## src/rtl/mem_arbiter_if.sv

```systemverilog
// Requester and RAM-side signal bundle for mem_arbiter.
// Stat signals exist only with MEM_ARBITER_STATS_EN defined.
interface mem_arbiter_if #(
  parameter int ADDR_W = 16,
  parameter int DATA_W = 16
);
  logic              vga_req;
  logic [ADDR_W-1:0] vga_addr;
  logic              vga_gnt;
  logic              vga_rvalid;
  logic              if_req;
  logic [ADDR_W-1:0] if_addr;
  logic              if_gnt;
  logic              if_rvalid;
  logic              d_req;
  logic              d_we;
  logic [ADDR_W-1:0] d_addr;
  logic [DATA_W-1:0] d_wdata;
  logic              d_gnt;
  logic              d_rvalid;
  logic [DATA_W-1:0] rdata;
  logic              ram_en;
  logic              ram_we;
  logic [ADDR_W-1:0] ram_addr;
  logic [DATA_W-1:0] ram_wdata;
  logic [DATA_W-1:0] ram_rdata;
`ifdef MEM_ARBITER_STATS_EN
  logic [15:0]       stat_vga_grants;
  logic [15:0]       stat_cpu_stall;
`endif

  modport slave (
`ifdef MEM_ARBITER_STATS_EN
    output stat_vga_grants, stat_cpu_stall,
`endif
    input  vga_req, vga_addr,
    input  if_req, if_addr,
    input  d_req, d_we, d_addr, d_wdata,
    input  ram_rdata,
    output vga_gnt, vga_rvalid,
    output if_gnt, if_rvalid,
    output d_gnt, d_rvalid, rdata,
    output ram_en, ram_we, ram_addr, ram_wdata
  );

  modport master (
`ifdef MEM_ARBITER_STATS_EN
    input  stat_vga_grants, stat_cpu_stall,
`endif
    output vga_req, vga_addr,
    output if_req, if_addr,
    output d_req, d_we, d_addr, d_wdata,
    output ram_rdata,
    input  vga_gnt, vga_rvalid,
    input  if_gnt, if_rvalid,
    input  d_gnt, d_rvalid, rdata,
    input  ram_en, ram_we, ram_addr, ram_wdata
  );
endinterface

```

## src/rtl/mem_arbiter.sv

```systemverilog
// Shared-RAM arbiter: VGA priority with starvation cap, IF/D round-robin.
// Define MEM_ARBITER_STATS_EN to add grant/stall counters.
module mem_arbiter #(
  parameter int ADDR_W     = 16,
  parameter int DATA_W     = 16,
  parameter int RAM_LAT    = 1,
  parameter int STARVE_MAX = 8
) (
  input  logic          clk,
  input  logic          rst_async,
  mem_arbiter_if.slave  bus
);
  typedef enum logic {IF_NEXT, D_NEXT} rr_e;
  typedef enum logic [1:0] {
    TAG_NONE, TAG_VGA, TAG_IF, TAG_D
  } tag_e;

  localparam logic [7:0] SMAX = 8'(STARVE_MAX);

  rr_e               ptr_q, ptr_d;
  logic [7:0]        starve_q, starve_d;
  logic              cpu_pend;
  logic              vga_win, if_win, d_win;
  tag_e              tag_d;
  tag_e              tag_q [RAM_LAT+1];
  logic              ram_en_q, ram_we_q;
  logic [ADDR_W-1:0] ram_addr_q, ram_addr_d;
  logic [DATA_W-1:0] ram_wdata_q;

  always_comb begin
    cpu_pend = bus.if_req | bus.d_req;
    vga_win  = !rst_async && bus.vga_req &&
               (starve_q < SMAX || !cpu_pend);
    if_win   = !rst_async && !vga_win && bus.if_req &&
               (!bus.d_req || ptr_q == IF_NEXT);
    d_win    = !rst_async && !vga_win && bus.d_req &&
               (!bus.if_req || ptr_q == D_NEXT);
  end

  always_comb begin
    ptr_d      = ptr_q;
    starve_d   = starve_q;
    tag_d      = TAG_NONE;
    ram_addr_d = ram_addr_q;
    unique case (1'b1)
      vga_win: begin
        tag_d      = TAG_VGA;
        ram_addr_d = bus.vga_addr;
      end
      if_win: begin
        tag_d      = TAG_IF;
        ram_addr_d = bus.if_addr;
        ptr_d      = D_NEXT;
      end
      d_win: begin
        tag_d      = bus.d_we ? TAG_NONE : TAG_D;
        ram_addr_d = bus.d_addr;
        ptr_d      = IF_NEXT;
      end
      default: ;
    endcase
    // VGA may only hold CPU off for SMAX consecutive grants
    if (if_win || d_win || !cpu_pend)
      starve_d = 8'd0;
    else if (vga_win && starve_q < SMAX)
      starve_d = starve_q + 8'd1;
  end

  always_ff @(posedge clk or posedge rst_async) begin
    if (rst_async) begin
      ptr_q       <= IF_NEXT;
      starve_q    <= 8'd0;
      ram_en_q    <= 1'b0;
      ram_we_q    <= 1'b0;
      ram_addr_q  <= '0;
      ram_wdata_q <= '0;
      for (int i = 0; i <= RAM_LAT; i++)
        tag_q[i] <= TAG_NONE;
    end else begin
      ptr_q      <= ptr_d;
      starve_q   <= starve_d;
      ram_en_q   <= vga_win | if_win | d_win;
      ram_we_q   <= d_win & bus.d_we;
      ram_addr_q <= ram_addr_d;
      if (d_win)
        ram_wdata_q <= bus.d_wdata;
      tag_q[0] <= tag_d;
      for (int i = 1; i <= RAM_LAT; i++)
        tag_q[i] <= tag_q[i-1];
    end
  end

  assign bus.vga_gnt    = vga_win;
  assign bus.if_gnt     = if_win;
  assign bus.d_gnt      = d_win;
  assign bus.vga_rvalid = tag_q[RAM_LAT] == TAG_VGA;
  assign bus.if_rvalid  = tag_q[RAM_LAT] == TAG_IF;
  assign bus.d_rvalid   = tag_q[RAM_LAT] == TAG_D;
  assign bus.rdata      = bus.ram_rdata;
  assign bus.ram_en     = ram_en_q;
  assign bus.ram_we     = ram_we_q;
  assign bus.ram_addr   = ram_addr_q;
  assign bus.ram_wdata  = ram_wdata_q;

`ifdef MEM_ARBITER_STATS_EN
  logic [15:0] vcnt_q, scnt_q;
  logic        stall;

  assign stall = cpu_pend && !if_win && !d_win;

  always_ff @(posedge clk or posedge rst_async) begin
    if (rst_async) begin
      vcnt_q <= 16'd0;
      scnt_q <= 16'd0;
    end else begin
      if (vga_win && vcnt_q != 16'hFFFF)
        vcnt_q <= vcnt_q + 16'd1;
      if (stall && scnt_q != 16'hFFFF)
        scnt_q <= scnt_q + 16'd1;
    end
  end

  assign bus.stat_vga_grants = vcnt_q;
  assign bus.stat_cpu_stall  = scnt_q;
`endif
endmodule

```

## src/flat_wrapper.sv

```systemverilog
// flat-port wrapper written by rule: the top's interface ports become plain ports
module mem_arbiter_flat 
#(
  parameter int ADDR_W     = 16,
  parameter int DATA_W     = 16,
  parameter int RAM_LAT    = 1,
  parameter int STARVE_MAX = 8
)
  (clk, rst_async, bus_vga_req, bus_vga_addr, bus_if_req, bus_if_addr, bus_d_req, bus_d_we, bus_d_addr, bus_d_wdata, bus_ram_rdata, bus_vga_gnt, bus_vga_rvalid, bus_if_gnt, bus_if_rvalid, bus_d_gnt, bus_d_rvalid, bus_rdata, bus_ram_en, bus_ram_we, bus_ram_addr, bus_ram_wdata);
  mem_arbiter_if #(.ADDR_W(ADDR_W), .DATA_W(DATA_W)) bus_i ();
  input  logic clk;
  input  logic rst_async;
  input wire logic [$bits(bus_i.vga_req)-1:0] bus_vga_req;
  input wire logic [$bits(bus_i.vga_addr)-1:0] bus_vga_addr;
  input wire logic [$bits(bus_i.if_req)-1:0] bus_if_req;
  input wire logic [$bits(bus_i.if_addr)-1:0] bus_if_addr;
  input wire logic [$bits(bus_i.d_req)-1:0] bus_d_req;
  input wire logic [$bits(bus_i.d_we)-1:0] bus_d_we;
  input wire logic [$bits(bus_i.d_addr)-1:0] bus_d_addr;
  input wire logic [$bits(bus_i.d_wdata)-1:0] bus_d_wdata;
  input wire logic [$bits(bus_i.ram_rdata)-1:0] bus_ram_rdata;
  output wire logic [$bits(bus_i.vga_gnt)-1:0] bus_vga_gnt;
  output wire logic [$bits(bus_i.vga_rvalid)-1:0] bus_vga_rvalid;
  output wire logic [$bits(bus_i.if_gnt)-1:0] bus_if_gnt;
  output wire logic [$bits(bus_i.if_rvalid)-1:0] bus_if_rvalid;
  output wire logic [$bits(bus_i.d_gnt)-1:0] bus_d_gnt;
  output wire logic [$bits(bus_i.d_rvalid)-1:0] bus_d_rvalid;
  output wire logic [$bits(bus_i.rdata)-1:0] bus_rdata;
  output wire logic [$bits(bus_i.ram_en)-1:0] bus_ram_en;
  output wire logic [$bits(bus_i.ram_we)-1:0] bus_ram_we;
  output wire logic [$bits(bus_i.ram_addr)-1:0] bus_ram_addr;
  output wire logic [$bits(bus_i.ram_wdata)-1:0] bus_ram_wdata;
  assign bus_i.vga_req = bus_vga_req;
  assign bus_i.vga_addr = bus_vga_addr;
  assign bus_i.if_req = bus_if_req;
  assign bus_i.if_addr = bus_if_addr;
  assign bus_i.d_req = bus_d_req;
  assign bus_i.d_we = bus_d_we;
  assign bus_i.d_addr = bus_d_addr;
  assign bus_i.d_wdata = bus_d_wdata;
  assign bus_i.ram_rdata = bus_ram_rdata;
  assign bus_vga_gnt = bus_i.vga_gnt;
  assign bus_vga_rvalid = bus_i.vga_rvalid;
  assign bus_if_gnt = bus_i.if_gnt;
  assign bus_if_rvalid = bus_i.if_rvalid;
  assign bus_d_gnt = bus_i.d_gnt;
  assign bus_d_rvalid = bus_i.d_rvalid;
  assign bus_rdata = bus_i.rdata;
  assign bus_ram_en = bus_i.ram_en;
  assign bus_ram_we = bus_i.ram_we;
  assign bus_ram_addr = bus_i.ram_addr;
  assign bus_ram_wdata = bus_i.ram_wdata;
  mem_arbiter #(.ADDR_W(ADDR_W), .DATA_W(DATA_W), .RAM_LAT(RAM_LAT), .STARVE_MAX(STARVE_MAX)) u_core (.clk(clk), .rst_async(rst_async), .bus(bus_i));
endmodule
```

## config.mk

```make
export PLATFORM = sky130hd
export DESIGN_NAME = mem_arbiter_flat
export DESIGN_NICKNAME = d
export VERILOG_FILES = /design/src/rtl/mem_arbiter_if.sv /design/src/rtl/mem_arbiter.sv /design/src/flat_wrapper.sv
export SDC_FILE = /design/constraint.sdc
export NUM_CORES = 1
export LEC_CHECK = 0
export ABC_AREA = 0
export BUFFER_PORTS_ARGS = -buffer_cell sky130_fd_sc_hd__clkbuf_2
export CORE_MARGIN = 1.5
export CORE_UTILIZATION = 42
export CTS_CLUSTER_SIZE = 12
export DETAILED_ROUTE_END_ITERATION = 8
export PLACE_DENSITY_LB_ADDON = 0.2
export SYNTH_ARGS = -nofsm -noshare
export SYNTH_HDL_FRONTEND = slang
export SYNTH_SLANG_ARGS = --single-unit
```

## constraint.sdc

```tcl
create_clock -name clk -period 3.4 [get_ports clk]
set_clock_uncertainty 0.2 [all_clocks]
set_input_delay 0.34 -clock clk [delete_from_list [all_inputs] [get_ports clk]]
set_output_delay 0.34 -clock clk [all_outputs]
set_load 0.01 [all_outputs]
```

==> impl_metrics.csv <==
group,metric,value,unit
worst_setup_path,crit_type,"in2out",
worst_setup_path,reg2reg_to,"u_core.bus.ram_wdata[3]$_DFFE_PP0P_",
floorplan,core-area,0.00485,sq mm
worst_setup_path,critPathMaxStageDelay,0.56,ns
run,max_cap_viol_count,0,
sta,setup_viol,0,
drt,dr.pass1.iters,4,
floorplan,io_pins,142,
pwr,p_leak,1.39,nW
clocking,h-tree-depth,2,
synthesis,synth_fp_nets,272,
pwr,p_int,0.988,mW
clocking,cts-root-buf,"clkbuf_8",
sta,post-route-period-util,91.0,%
global_route,grt_usage,18.8,%
floorplan,fp.dieW,74.9,microns
sta,relSlewSlack,28.2,%
drt,drtIter0Drc,100,
placement,gp_congestion,0.738,
worst_setup_path,reg2regPathDepth,4,
synthesis,ys_ff_latch,47,
placement,place_hpwl,3870,microns
synthesis,ys_types,33,
hold_path,min_to,"u_core.bus.ram_wdata[10]$_DFFE_PP0P_",
cells_and_area,fin_nets,364,
placement,dp.cells,336,
worst_setup_path,cp_top_family,"simple AND/OR/NAND/NOR gates",
drt,num_vias,1818,
hold_path,hold_class,"in2reg",
synthesis,netlist_area,0.00217,sq mm
synthesis,syn_inst,185,
sta,rsz0062_at_grt,"false",
worst_setup_path,cp.arrival,2.56,ns
drt,ant_nets,0,
worst_setup_path,rrSetupSlack,1.09,ns
synthesis,avgSynthCellArea,11.7,sq um
drt,vias_per_cell,5.28,
global_route,overflow,0,
global_route,grt_pass1_vias,1714,
worst_setup_path,crit_path_top_delay_cell,"or4b_1",
worst_setup_path,crit_chain,"dlygate4sd3_1 -> clkbuf_2 -> or4b_1 -> or4_4 -> and2_4 -> clkbuf_2",
sta,maxSlewViolCount,0,
clocking,clockBufferDepth,2,
sta,hold_viol_final,0,
clocking,cts_made_buffers,5,
global_route,grt_start_max_net_pins,26,
cells_and_area,syn2layout_area_growth,26.9,%
worst_setup_path,crit_required,2.86,ns
floorplan,rows,25,
clocking,clock_sinks,47,
global_route,grt_first_pass_wirelength,7870,microns
cells_and_area,fillers,405,
hold_path,worst_hold_startpoint,"bus_d_wdata[10]",
pwr,combPwrFrac,25.5,%
pwr,clkPwrFrac,24.2,%
worst_setup_path,timing.rr.start,"u_core.starve_q[7]$_DFFE_PP0P_",
floorplan,dieArea,0.00560,sq mm
clocking,clock_latency,0.30,ns
pwr,powerDensity,501,mW/mm^2
global_route,antenna_found_initial,0,
run_status,status,"completed",
cells_and_area,antenna_cells,0,
worst_setup_path,cp-start-kind,"input port",
hold_path,min_path_cells,2,
sta,worst_pin_slew,1.07,ns
floorplan,initial_utilization,44.7,%
clocking,cts.clk_slew.worst_paths,0.08,ns
worst_setup_path,crit_buf_inv,3,
cells_and_area,layout.cells.non_filler,344,
sta,setup_tns,0,ns
drt,drcViolationCount,0,
pwr,peakVddDrop,0.205,mV
clocking,cts_tree,"built",
sta,fmax,323,MHz
drt,routedWlPerCell,15.1,microns
placement,portBuffers,109,
worst_setup_path,cp-end-kind,"primary output",
drt,wl,5190,microns
pwr,switching_share,28.3,%
synthesis,ys_seq_area_share,54.2,%
sta,fin_crit,3.10,ns
worst_setup_path,cp_common_cell,"clkbuf_2",
floorplan,chipHeight,74.9,microns
synthesis,yosys_warnings,0,
worst_setup_path,crit_fanout,18,
pwr,net-switching-power,0.391,mW
pwr,seqPwrFrac,50.2,%
cells_and_area,drive_above_1_share,51.6,%
[layout make-up]
type / count / area [sq um] / area share (%)
timing repair buffer: 115 / 593 / 21.5
clock buffer: 6 / 82.6 / 3.00
sequential: 47 / 1180 / 42.7
inverter: 3 / 11.3 / 0.409
multi-input combinational: 105 / 801 / 29.1
clock inverter: 1 / 5.00 / 0.182
tap: 67 / 83.8 / 3.05
[worst reg2reg max path: stages (launching register included)]
cell and delay [ns]:
dfrtp_1 0.37, or4b_1 0.55, or4_4 0.48, and2_4 0.28, mux2_4 0.32
[worst max path at each step]
| stage | startpoint | to | slack, ns | depth (start not counted) |
|---|---|---|---|---|
| finish | rst_async | bus_d_gnt | 0.30 | 6 |
| detailed placement | rst_async | bus_d_gnt | 0.86 | 5 |
| global route | rst_async | bus_d_gnt | 0.21 | 6 |
| CTS | rst_async | bus_d_gnt | 0.30 | 6 |
| floorplan | rst_async | u_core.bus.ram_wdata[0]$_DFFE_PP0P_ | 0.40 | 7 |
| global placement | rst_async | bus_d_gnt | 0.86 | 5 |
[sequential cells by signal (all words and copies together), names as in the netlist]
| signal | flops |
|---|---|
| u_core.ptr_q | 1 |
| u_core.bus.ram_en | 1 |
| u_core.tag_q | 4 |
| u_core.bus.ram_we | 1 |
| u_core.starve_q | 8 |
| u_core.bus.ram_addr | 16 |
| u_core.bus.ram_wdata | 16 |
[synthesized netlist by cell type]
master	count	share of area, %
a21boi_0	1	0.35
a21o_1	1	0.35
a21oi_1	2	0.46
a22oi_1	17	5.9
a31oi_1	2	0.58
and2_1	3	0.87
and2_4	1	0.40
and3_1	6	1.7
buf_4	16	5.5
buf_6	1	0.52
buf_8	1	0.69
clkbuf_1	12	2.1
dfrtp_1	47	54
ha_1	1	0.58
inv_1	3	0.52
mux2_2	8	4.2
mux2_4	8	5.5
mux2i_1	1	0.46
nand2_1	3	0.52
nand2b_1	1	0.29
nand4_1	1	0.29
nor2_1	5	0.87
nor2b_1	2	0.58
nor3_1	2	0.46
nor4_1	1	0.29
o21a_1	1	0.35
o21ai_0	1	0.23
o22ai_1	32	9.2
o31ai_1	1	0.35
or2_2	1	0.29
or4_1	1	0.35
or4_4	1	0.52
or4b_1	1	0.46
[power by group through the flow]
stage	Clock (mW)	Combinational, mW	Sequential (mW)
3_3_place_gp	0	0.349	0.703
6_report	0.334	0.352	0.693
2_1_floorplan	0	0.183	0.737
4_1_cts	0.342	0.357	0.693
5_1_grt	0.368	0.391	0.704
3_5_place_dp	0	0.355	0.703
[per-stage QoR]
stage	utilization (%)	area (sq um)	setup WS (ns)	power [mW]	hold slack [ns]
CTS	56.8	2750	0.301	1.39	0.0633
global route	56.8	2750	0.211	1.46	0.0661
global placement	54.8	2660	0.860	1.05	0.116
floorplan	-	2170	0.398	0.921	0.131
detailed placement	54.8	2660	0.857	1.06	0.121
finish	56.8	2750	0.304	1.38	0.0675
[layout by cell type (no fill, tap or decap)]
cell type / netlist / routed
o21ai_0: 1 / 1
a21oi_1: 2 / 2
nand4_1: 1 / 1
clkbuf_2: 0 / 109
nor4_2: 0 / 1
a21o_1: 1 / 1
or2_2: 1 / 1
o22ai_1: 32 / 32
nand2_1: 3 / 3
and2_1: 3 / 3
inv_1: 3 / 2
a21boi_0: 1 / 1
buf_4: 16 / 5
inv_2: 0 / 1
mux2_2: 8 / 8
nor3_2: 0 / 1
ha_1: 1 / 1
nor2b_1: 2 / 2
dfrtp_1: 47 / 47
and3_1: 6 / 6
and2_4: 1 / 1
o31ai_1: 1 / 1
clkinv_2: 0 / 1
or4b_1: 1 / 1
o21a_1: 1 / 1
nor3_1: 2 / 1
mux2i_1: 1 / 1
nand2b_1: 1 / 1
or4_1: 1 / 1
or4_4: 1 / 1
nor2_1: 5 / 5
a31oi_1: 2 / 2
clkbuf_8: 0 / 6
mux2_4: 8 / 8
dlygate4sd3_1: 0 / 1
a22oi_1: 17 / 17
[repair_timing]
action / CTS / global route
buffers inserted: 0 / 0
gates resized for setup: 0 / 0
hold buffers: 1 / 0
endpoints found under the hold margin: 1 / 0
[kinds of logic (layout without fill, tap and decap cells)]
family | count (synthesis) | in the layout | synth area share [%]
DFF | 47 | 47 | 54.2
buffers and inverters | 33 | 125 | 9.35
adders and majority gates | 1 | 1 | 0.577
AOI/OAI and AO/OA | 58 | 58 | 17.8
and+or+nand+nor | 29 | 29 | 7.91
muxes | 17 | 17 | 10.2
[metal layers]
metal  track usage [%]  part of all wire (%)  up-vias  routed length, microns
li1                  -                     -      858                       -
met5                 0                     0        -                       0
met4              9.70                   2.7        0                     138
met2              31.4                    48       82                    2500
met1              22.8                    43      861                    2210
met3              4.42                   6.5       17                     338
(Power assumes the default switching activity.)
